==> src/rtl/bc_pkg.sv <==
// Shared constants for the bc job arbiter: FSM encodings, default timeout
// and the round-robin index helper.
package bc_pkg;

  localparam int GID_W       = 3;
  localparam int TIMEOUT_DEF = 16;

  localparam logic [2:0] ST_IDLE      = 3'd0;
  localparam logic [2:0] ST_LAUNCH    = 3'd1;
  localparam logic [2:0] ST_WAIT_LOW  = 3'd2;
  localparam logic [2:0] ST_WAIT_HIGH = 3'd3;
  localparam logic [2:0] ST_DONE      = 3'd4;
  localparam logic [2:0] ST_ABORT     = 3'd5;

  // Wrap-around slot index used by the round-robin search.
  function automatic int rr_index(input int base, input int off, input int n);
    return (base + off) % n;
  endfunction

endpackage

==> src/rtl/bc_arbiter_rr_pick.sv <==
// Combinational round-robin picker: first set request at or after the slot
// following the last grant.
module rr_pick
  import bc_pkg::*;
#(
  parameter int N_REQ = 4
) (
  input  logic [N_REQ-1:0] req,
  input  logic [GID_W-1:0] last,
  output logic [GID_W-1:0] winner,
  output logic             any_req
);

  localparam int IW = $clog2(N_REQ);

  logic          found_s;
  logic [IW-1:0] idx_s;

  // Scan all slots in rotated order; the first hit wins.
  always_comb begin
    winner  = {GID_W{1'b0}};
    found_s = 1'b0;
    idx_s   = {IW{1'b0}};
    for (int i = 0; i < N_REQ; i++) begin
      idx_s = IW'(rr_index(int'(last), i + 1, N_REQ));
      if (!found_s && req[idx_s]) begin
        found_s = 1'b1;
        winner  = GID_W'(idx_s);
      end else begin
        found_s = found_s;
      end
    end
    any_req = |req;
  end

endmodule

==> src/rtl/bc_arbiter.sv <==
// Round-robin scheduler sharing one bo/bc datapath-controller pair between
// N_REQ requesters; drives the bc start/flag handshake and returns results.
module bc_arbiter
  import bc_pkg::*;
#(
  parameter int N_REQ   = 4,
  parameter int W       = 8,
  parameter int TIMEOUT = TIMEOUT_DEF
) (
  input  logic               clock,
  input  logic               reset,
  input  logic [N_REQ-1:0]   req,
  input  logic [N_REQ*W-1:0] x_in,
  output logic [N_REQ-1:0]   ack,
  output logic               err,
  output logic [W-1:0]       result,
  output logic [GID_W-1:0]   grant_id,
  output logic               busy,
  output logic [W-1:0]       dp_x,
  output logic               dp_start,
  input  logic               dp_flag,
  input  logic [W-1:0]       dp_result
);

  localparam int              IW       = $clog2(N_REQ);
  localparam int              CW       = $clog2(TIMEOUT);
  localparam logic [CW-1:0]   CNT_LAST = CW'(TIMEOUT - 1);
  localparam logic [GID_W-1:0] LAST_ID = GID_W'(N_REQ - 1);

  logic [2:0]       state_r;
  logic [CW-1:0]    cnt_r;
  logic [GID_W-1:0] winner_s;
  logic             any_req_s;
  logic [IW-1:0]    gid_s;
  logic [IW-1:0]    win_s;
  logic [N_REQ-1:0] ack_hot_s;
  logic             owner_req_s;
  logic             timeout_s;
  logic [W-1:0]     x_arr_s [N_REQ];

  rr_pick #(.N_REQ(N_REQ)) u_pick (
    .req     (req),
    .last    (grant_id),
    .winner  (winner_s),
    .any_req (any_req_s)
  );

  // Operand unpacking, owner ack vector and timeout compare.
  always_comb begin
    for (int i = 0; i < N_REQ; i++) begin
      x_arr_s[i] = x_in[i*W +: W];
    end
    gid_s            = grant_id[IW-1:0];
    win_s            = winner_s[IW-1:0];
    owner_req_s      = req[gid_s];
    ack_hot_s        = {N_REQ{1'b0}};
    ack_hot_s[gid_s] = owner_req_s;
    timeout_s        = (cnt_r == CNT_LAST);
  end

  // Job FSM; every output is registered to reflect the state being entered.
  always_ff @(posedge clock) begin
    if (reset) begin
      state_r  <= ST_IDLE;
      cnt_r    <= {CW{1'b0}};
      ack      <= {N_REQ{1'b0}};
      err      <= 1'b0;
      result   <= {W{1'b0}};
      grant_id <= LAST_ID;
      busy     <= 1'b0;
      dp_x     <= {W{1'b0}};
      dp_start <= 1'b0;
    end else begin
      ack <= {N_REQ{1'b0}};
      err <= 1'b0;
      case (state_r)
        ST_IDLE: begin
          if (any_req_s) begin
            state_r  <= ST_LAUNCH;
            grant_id <= winner_s;
            dp_x     <= x_arr_s[win_s];
            dp_start <= 1'b1;
            busy     <= 1'b1;
          end else begin
            state_r <= ST_IDLE;
          end
        end
        ST_LAUNCH: begin
          state_r <= ST_WAIT_LOW;
          cnt_r   <= {CW{1'b0}};
        end
        // Timeout is checked first here so the count can never wrap into WAIT_HIGH.
        ST_WAIT_LOW: begin
          if (timeout_s) begin
            state_r  <= ST_ABORT;
            result   <= {W{1'b0}};
            err      <= 1'b1;
            ack      <= ack_hot_s;
            dp_start <= 1'b0;
          end else if (!dp_flag) begin
            state_r <= ST_WAIT_HIGH;
            cnt_r   <= cnt_r + CW'(1);
          end else begin
            cnt_r <= cnt_r + CW'(1);
          end
        end
        ST_WAIT_HIGH: begin
          if (dp_flag) begin
            state_r  <= ST_DONE;
            ack      <= ack_hot_s;
            dp_start <= 1'b0;
            if (owner_req_s) begin
              result <= dp_result;
            end else begin
              result <= result;
            end
          end else if (timeout_s) begin
            state_r  <= ST_ABORT;
            result   <= {W{1'b0}};
            err      <= 1'b1;
            ack      <= ack_hot_s;
            dp_start <= 1'b0;
          end else begin
            cnt_r <= cnt_r + CW'(1);
          end
        end
        ST_DONE, ST_ABORT: begin
          state_r <= ST_IDLE;
          busy    <= 1'b0;
        end
        default: begin
          state_r  <= ST_IDLE;
          busy     <= 1'b0;
          dp_start <= 1'b0;
        end
      endcase
    end
  end

endmodule
==> config.mk <==
export PLATFORM = sky130hd
export DESIGN_NAME = bc_arbiter
export DESIGN_NICKNAME = d
export VERILOG_FILES = /design/src/rtl/bc_pkg.sv /design/src/rtl/bc_arbiter_rr_pick.sv /design/src/rtl/bc_arbiter.sv
export SDC_FILE = /design/constraint.sdc
export NUM_CORES = 1
export LEC_CHECK = 0
export CORE_MARGIN = 1.5
export CORE_UTILIZATION = 26
export DETAILED_ROUTE_END_ITERATION = 6
export GPL_ROUTABILITY_DRIVEN = 0
export PLACE_DENSITY = 0.49
export SLEW_MARGIN = 20
export SYNTH_ARGS = -nofsm -noshare
export SYNTH_HDL_FRONTEND = slang
export SYNTH_SLANG_ARGS = --single-unit
==> constraint.sdc <==
create_clock -name clock -period 3.55 [get_ports clock]
set_clock_uncertainty 0.1 [all_clocks]
set_input_delay 0.71 -clock clock [delete_from_list [all_inputs] [get_ports clock]]
set_output_delay 0.71 -clock clock [all_outputs]
set_load 0.01 [all_outputs]
Word level (Yosys, flattened, before mapping). Index checks and enable logic that the tools add are counted.

Bits in registers: 33. Latch bits: 0. Memory bits (writable): 0. ROM bits: 0. Input bits: 47. Output and inout port bits: 26. Logic and storage cells: 101. Memories: 0.

Add/subtract/negate cells: 5. Multipliers: 0. Div/mod/pow operators: 0. Order comparisons: 7. Eq/ne operators: 11. Shift-type cells: 0. Multiplexer cells: 46. Bitwise gates (word level): 4. Reduce and logical (&&, ||, !) cells: 19.

Operators by type and width (count): 2-to-1 mux 8 bit (5); 2-to-1 mux 3 bit (7); binary-select mux 8 bit (select 2 bit) (1); 2-to-1 mux 4 bit (4); case mux 8 bit (2 select lines) (1); < comparator 2 x 3 -> 1 bit (second input constant) (5); 2-to-1 mux 1 bit (15); case mux 3 bit (4 select lines) (1); case mux 4 bit (3 select lines) (1); AND reduction 2 bit (6); binary-select mux 1 bit (select 2 bit) (5); inequality test 3 bit (second input constant) (3); case mux 4 bit (2 select lines) (1); equality test 3 x 2 -> 1 bit (second input constant) (2); equality test 3 bit (second input constant) (2); OR reduction 3 bit (2); adder 2 x 1 -> 2 bit (second input constant) (2); adder 2 bit (second input constant) (2); adder 4 x 1 -> 4 bit (second input constant) (1); AND 4 bit (1); equality test 4 bit (second input constant) (1); logical AND 1 bit (4); inequality test 2 bit (second input constant) (2); case mux 1 bit (2 select lines) (2); 13 further kinds (16).

Depth between registers and ports, before layout.
Depth in word-level cells: 17. Gate-level depth with buffers: 11. Mapped depth without buffers: 8.

Cells and area by module. Synthesis repeated with hierarchy kept, for this count alone.

Cell total of the unflattened synthesis: 159. Area total of the unflattened synthesis: 1511.4 um2.

Modules (own cells, without submodules): bc_arbiter (instances 1, cells an instance 143, area an instance 1418.9 um2, seq. area each 660.6 um2); rr_pick (instances 1, cells an instance 16, area an instance 92.6 um2, seq. area each 0.0 um2).

Worst setup path after synthesis. OpenSTA, ideal clock, no wires.

Kind: register -> register. Start: register grant_id[1]. End: register dp_x[2]. Setup time: 103 ps. Arrival time: 2756 ps. Required time: 3347 ps. Slack: 591 ps. Stages on the path, launching flop included: 11. Path buffers: 2. Clock period less this slack: 2959 ps. Path through: dfxtp_1 > clkbuf_1 > inv_1 > ha_1 > buf_2 > mux2_1 > o32a_1 > o22a_1 > o211ai_2 > nor2_1 > a2111oi_2.

Word-level cells in the longest chain between the ends: 17. Elaborated cells on any way between the ends: 29. Those cells by class: add/sub (4); mux (18); bitwise (1); reduce/logical (6).

Ends and longest elaborated chain: from (decl) (RTL line bc_arbiter.sv:17) `output logic [GID_W-1:0] grant_id,`; from (signal assigned) (RTL line bc_arbiter.sv:80) `grant_id <= winner_s;`; adder 2 x 1 -> 2 bit (RTL line bc_pkg.sv:17) `return (base + off) % n;`; binary-select mux 1 bit (select 2 bit) (RTL line bc_arbiter_rr_pick.sv:26) `if (!found_s && req[idx_s]) begin`; 2-to-1 mux 1 bit (implied by the code) (RTL line bc_arbiter_rr_pick.sv:26); 2-to-1 mux 1 bit (RTL line bc_arbiter_rr_pick.sv:26); zero test 1 bit (RTL line bc_arbiter_rr_pick.sv:26); logical AND 1 bit (RTL line bc_arbiter_rr_pick.sv:26); 2-to-1 mux 1 bit (RTL line bc_arbiter_rr_pick.sv:26); zero test 1 bit (RTL line bc_arbiter_rr_pick.sv:26); logical AND 1 bit (RTL line bc_arbiter_rr_pick.sv:26); 2-to-1 mux 1 bit (RTL line bc_arbiter_rr_pick.sv:26); zero test 1 bit (RTL line bc_arbiter_rr_pick.sv:26); logical AND 1 bit (RTL line bc_arbiter_rr_pick.sv:26); 2-to-1 mux 3 bit (*) (RTL line bc_arbiter_rr_pick.sv:26); inverter 2 -> 3 bit (implied by the code) (*) (RTL line bc_arbiter.sv:81) `dp_x <= x_arr_s[win_s];`; binary-select mux 8 bit (select 2 bit) (*) (RTL line bc_arbiter.sv:81); 2-to-1 mux 8 bit (implied by the code) (*) (2 in a row) (RTL line bc_arbiter.sv:81); to (signal assigned) (RTL line bc_arbiter.sv:71) `dp_x <= {W{1'b0}};`; to (signal assigned) (RTL line bc_arbiter.sv:81); to (decl) (RTL line bc_arbiter.sv:19) `output logic [W-1:0] dp_x,`.

Every way passes the cells marked *; elsewhere a longest branch is shown, timed or not. The select of a mux whose other input is x is not followed. A chain may end at the register's enable or synchronous reset.

Final worst setup path.
Start: input port req[3]. End: register dp_x[5].

Word-level cells in the longest chain between the ends: 16. Elaborated cells on any way between the ends: 27. Those cells by class: mux (18); bitwise (1); reduce/logical (8).

Ends and longest elaborated chain: from (decl) (RTL line bc_arbiter.sv:12) `input logic [N_REQ-1:0] req,`; binary-select mux 1 bit (select 2 bit) (RTL line bc_arbiter_rr_pick.sv:26); 2-to-1 mux 1 bit (implied by the code) (RTL line bc_arbiter_rr_pick.sv:26); 2-to-1 mux 1 bit (RTL line bc_arbiter_rr_pick.sv:26); zero test 1 bit (RTL line bc_arbiter_rr_pick.sv:26); logical AND 1 bit (RTL line bc_arbiter_rr_pick.sv:26); 2-to-1 mux 1 bit (RTL line bc_arbiter_rr_pick.sv:26); zero test 1 bit (RTL line bc_arbiter_rr_pick.sv:26); logical AND 1 bit (RTL line bc_arbiter_rr_pick.sv:26); 2-to-1 mux 1 bit (RTL line bc_arbiter_rr_pick.sv:26); zero test 1 bit (RTL line bc_arbiter_rr_pick.sv:26); logical AND 1 bit (RTL line bc_arbiter_rr_pick.sv:26); 2-to-1 mux 3 bit (RTL line bc_arbiter_rr_pick.sv:26); inverter 2 -> 3 bit (implied by the code) (RTL line bc_arbiter.sv:81); binary-select mux 8 bit (select 2 bit) (RTL line bc_arbiter.sv:81); 2-to-1 mux 8 bit (implied by the code) (2 in a row) (RTL line bc_arbiter.sv:81).

Several ways; a longest one is shown, not always the timed one. The select of a mux whose other input is x is not followed.

==> metrics list <==
- Upper clock frequency limit: 0.338 GHz
- Diode insertion count for antenna repair: 0
- Crit-path leading delay family: compound AO/OA/AOI/OAI gates
* Via Count: 1684
- For the worst-skew pair, the clock arrives at the later sink with an insertion delay of 0.28 ns.
- EDFF count, synth: 0
- The worst register-to-register path ends at dp_x[5].
- Before antenna repair, the detailed router went through 4 iterations.
- In the final routed layout, each cell accounts on average for 13.1 µm.
- H-tree levels: 2
- In this run, the number of DRC markers left after iteration 0 of detailed routing was 108.
* TritonCTS clock tree: built
* Maximum number of pins on one net before global-route repair: 19
- The worst setup path is captured at a flop.
- Clock tree synthesis selected as its root buffer the cell sky130_fd_sc_hd__clkbuf_8.
- Setup TNS Final: 0 ns
- Die boundary height: 87.6 µm
- ANT nets after route: 0
* Initial cell density of the core: 0.271
- Counting cells, the worst reg-to-reg path comes to 8.
- For this run, the total global-route usage over all layers was measured as 0.132.
- The completed layout was analyzed and its total power is 1730 µW.
- Die Width: 87.6 µm
* Hold buffers post-CTS: 0
* Final period utilization: 0.834
* Clock transition time at the flip-flop clock pins of the worst setup and hold paths: 0.08 ns
- Across all setup checks in the final design, the least slack found is 0.588 ns.
- The slowest stage of the critical path is the sky130_fd_sc_hd__clkdlybuf4s50_1 cell.
- Setup CP Type: in -> reg
- Crit path DAT: 3.04 ns
* Setup slack of the most critical reg-to-reg path: 0.78 ns
* Area growth from synthesis to layout: 49.0%
- Commonest non-fill, non-tap cells in the layout: sky130_fd_sc_hd__clkdlybuf4s50_1, sky130_fd_sc_hd__dfxtp_1, sky130_fd_sc_hd__nor2_1
- The analysis attributes to cell leakage a power of 0.00104 µW.
- CTS buffer count: 5
- Of all nets on the critical path, the largest fanout is 11.
- For this run, the leading register cell type out of synthesis is sky130_fd_sc_hd__dfxtp_1.
* Area of the die: 7680 µm²
- Timing analysis after detailed placement gives a worst setup slack of 0.304 ns.
* Sequential fraction of the synthesis area: 0.344
- Maximum Capacitance Violations: 0
* Worst Setup SP: req[3]
- Post-layout net count: 325
* Crit-path cells: clkdlybuf4s50_1 > mux2_1 > o32a_1 > o22a_1 > o211ai_2 > nor2_1 > a2111oi_2
- In the final layout, the share of cells above drive strength 1 is 0.113.
- The number of antenna violations at the first check in global routing was 0.
* I/O Buffers: 71
* Peak per-stage delay on the critical path: 0.60 ns
* Netlist area before placement: 1860 µm²
- Req. time, crit path: 3.62 ns
* Overflow after GRT: 0
- Leaving out fill and tap cells, the most frequent cell in the layout is sky130_fd_sc_hd__clkdlybuf4s50_1.
- After clock tree synthesis, the setup repair step added 0 buffers.
- At the pin with the least slew margin, the transition time is 0.935 ns.
* Vias in the first global route: 1603
- Total count of hold-check failures in the final report: 0
- Synth Net Count: 255
* Capturing instance or port of the critical path: dp_x[5]
- In the synthesized netlist, the number of instances is 203.
* Number of sinks on the clock net: 32
- Startpoint of the worst register-to-register path: grant_id[1]
- Counting distinct cell types in the post-synthesis netlist gives 48.
- After detailed routing, the number of vias per cell comes to 4.55.
* Worst slew margin relative to its limit: 0.372
* Outcome: finished, final reports clean
- Final Critical Period: 2.96 ns
- For this block, the routed nets add up to 4860 µm of wire.
* Count of warnings emitted by yosys: 0
- Post-CTS Resized: 0
* First-pass GRT wire length: 7890 µm
* Number of cells on the worst hold path: 2
- Dividing the synthesized area by the synthesized cell count gives 9.17 µm².
* Final-report setup violation count: 0
- Instance count on the critical path: 7
- Kind of launch point of the worst setup path: primary input
- Number of buffer and inverter instances along the worst setup path: 1
- IR analysis of the VDD net gives a maximum drop of 0.181 mV.
- Max-slew violation count: 0
- Dividing total power by cell area gives a power density of 625 nW/µm².
* Count of unresolved DRC violations after routing: 0
- No sink is reached through more buffers than the 2 on the longest clock path.
- Hold Crit Class: reg -> reg
- Final HPWL DP: 3580 µm
- In this run the core area contains 30 standard-cell rows.
- Counting flops and latches in the post-synthesis netlist gives 32.
- In this run the standard cell core region covers 6870 µm².
- Setup repair after global routing left no endpoint under its margin.
* Top-Level Pins: 73
- For this run, asynchronously set or reset flops after synthesis account for 0.
## worst register-to-register path: stages (launching register included)
cell and delay, ns:
sky130_fd_sc_hd__dfxtp_1 0.34, sky130_fd_sc_hd__inv_1 0.09, sky130_fd_sc_hd__ha_1 0.44, sky130_fd_sc_hd__mux2_1 0.36
sky130_fd_sc_hd__o32a_1 0.28, sky130_fd_sc_hd__o22a_1 0.22, sky130_fd_sc_hd__o211ai_2 0.38, sky130_fd_sc_hd__nor2_1 0.12
sky130_fd_sc_hd__a2111oi_2 0.34
## cells in the mapped netlist, drive strengths merged, types with 3 or more instances
| master | number | area [µm²] |
|---|---|---|
| a21oi | 14 | 81.3 |
| o21bai | 6 | 45.0 |
| mux2i | 13 | 130 |
| xnor2 | 3 | 26.3 |
| nand3 | 10 | 50.1 |
| buf | 8 | 67.6 |
| nand2 | 16 | 60.1 |
| a221oi | 3 | 26.3 |
| nand2b | 4 | 32.5 |
| and2 | 6 | 37.5 |
| a211oi | 7 | 52.6 |
| clkbuf | 7 | 27.5 |
| mux2 | 13 | 146 |
| ha | 5 | 62.6 |
| nor2 | 24 | 90.1 |
| a2111oi | 4 | 60.1 |
| dfxtp | 32 | 641 |
| inv | 3 | 11.3 |
## worst min path at each step
stage / endpoint / start / slack [ns]
finish: busy / busy / 0.37
CTS: result[4] / result[4] / 0.37
floorplan: busy / busy / 0.38
global route: result[3] / result[3] / 0.39
detailed placement: busy / busy / 0.36
global placement: busy / busy / 0.35
## layout make-up
class                   count  area (µm²)
clock inverters             3        42.5
inverters                   3        11.3
multi-input cells         153        1110
clock buffers               5        68.8
repair buffers             78         776
fillers                   716        4100
well taps                  96         120
flip-flops and latches     32         641
## registers in the layout, indices dropped and copies added (netlist names)
signal    count
dp_start      1
dp_x          8
grant_id      2
cnt_r         4
err           1
result        8
state_r       3
busy          1
ack           4
## power by group
group / internal (µW) / total [µW] / leakage, µW / switching [µW]
registers: 430 / 471 / 0.000262 / 41.3
logic: 472 / 911 / 0.000727 / 438
clock network: 208 / 351 / 0.0000541 / 143
## logic make-up after synthesis
| logic type | Yosys count | share of synthesized area |
|---|---|---|
| buffers and inverters | 18 | 0.0571 |
| DFF | 32 | 0.344 |
| xor gates and xnor gates | 5 | 0.0235 |
| adders and majority gates | 5 | 0.0336 |
| other | 1 | 0.00201 |
| AOI/OAI and AO/OA | 45 | 0.192 |
| and+or+nand+nor | 69 | 0.175 |
| muxes | 28 | 0.173 |
## per-layer routing
metal  global-route usage  share of wire  vias to the layer above  routed length [µm]
li1                     -              -                      863                   -
met1                0.170           0.47                      770                2280
met2                0.212           0.47                       49                2260
met3               0.0358          0.058                        2                 281
met4               0.0447         0.0060                        0                  29
met5                    0              0                        -                   0
## per-stage QoR
step | instances | cell area, µm² | utilization | hold slack, ns
after floorplan | 203 | 1860 | - | 0.378
after global placement | 362 | 2660 | 0.388 | 0.352
after detailed placement | 362 | 2660 | 0.388 | 0.358
after CTS | 370 | 2770 | 0.404 | 0.369
after global routing | 370 | 2770 | 0.404 | 0.391
final | 370 | 2770 | 0.404 | 0.365
Note: power is estimated with default switching activity, not from simulation.
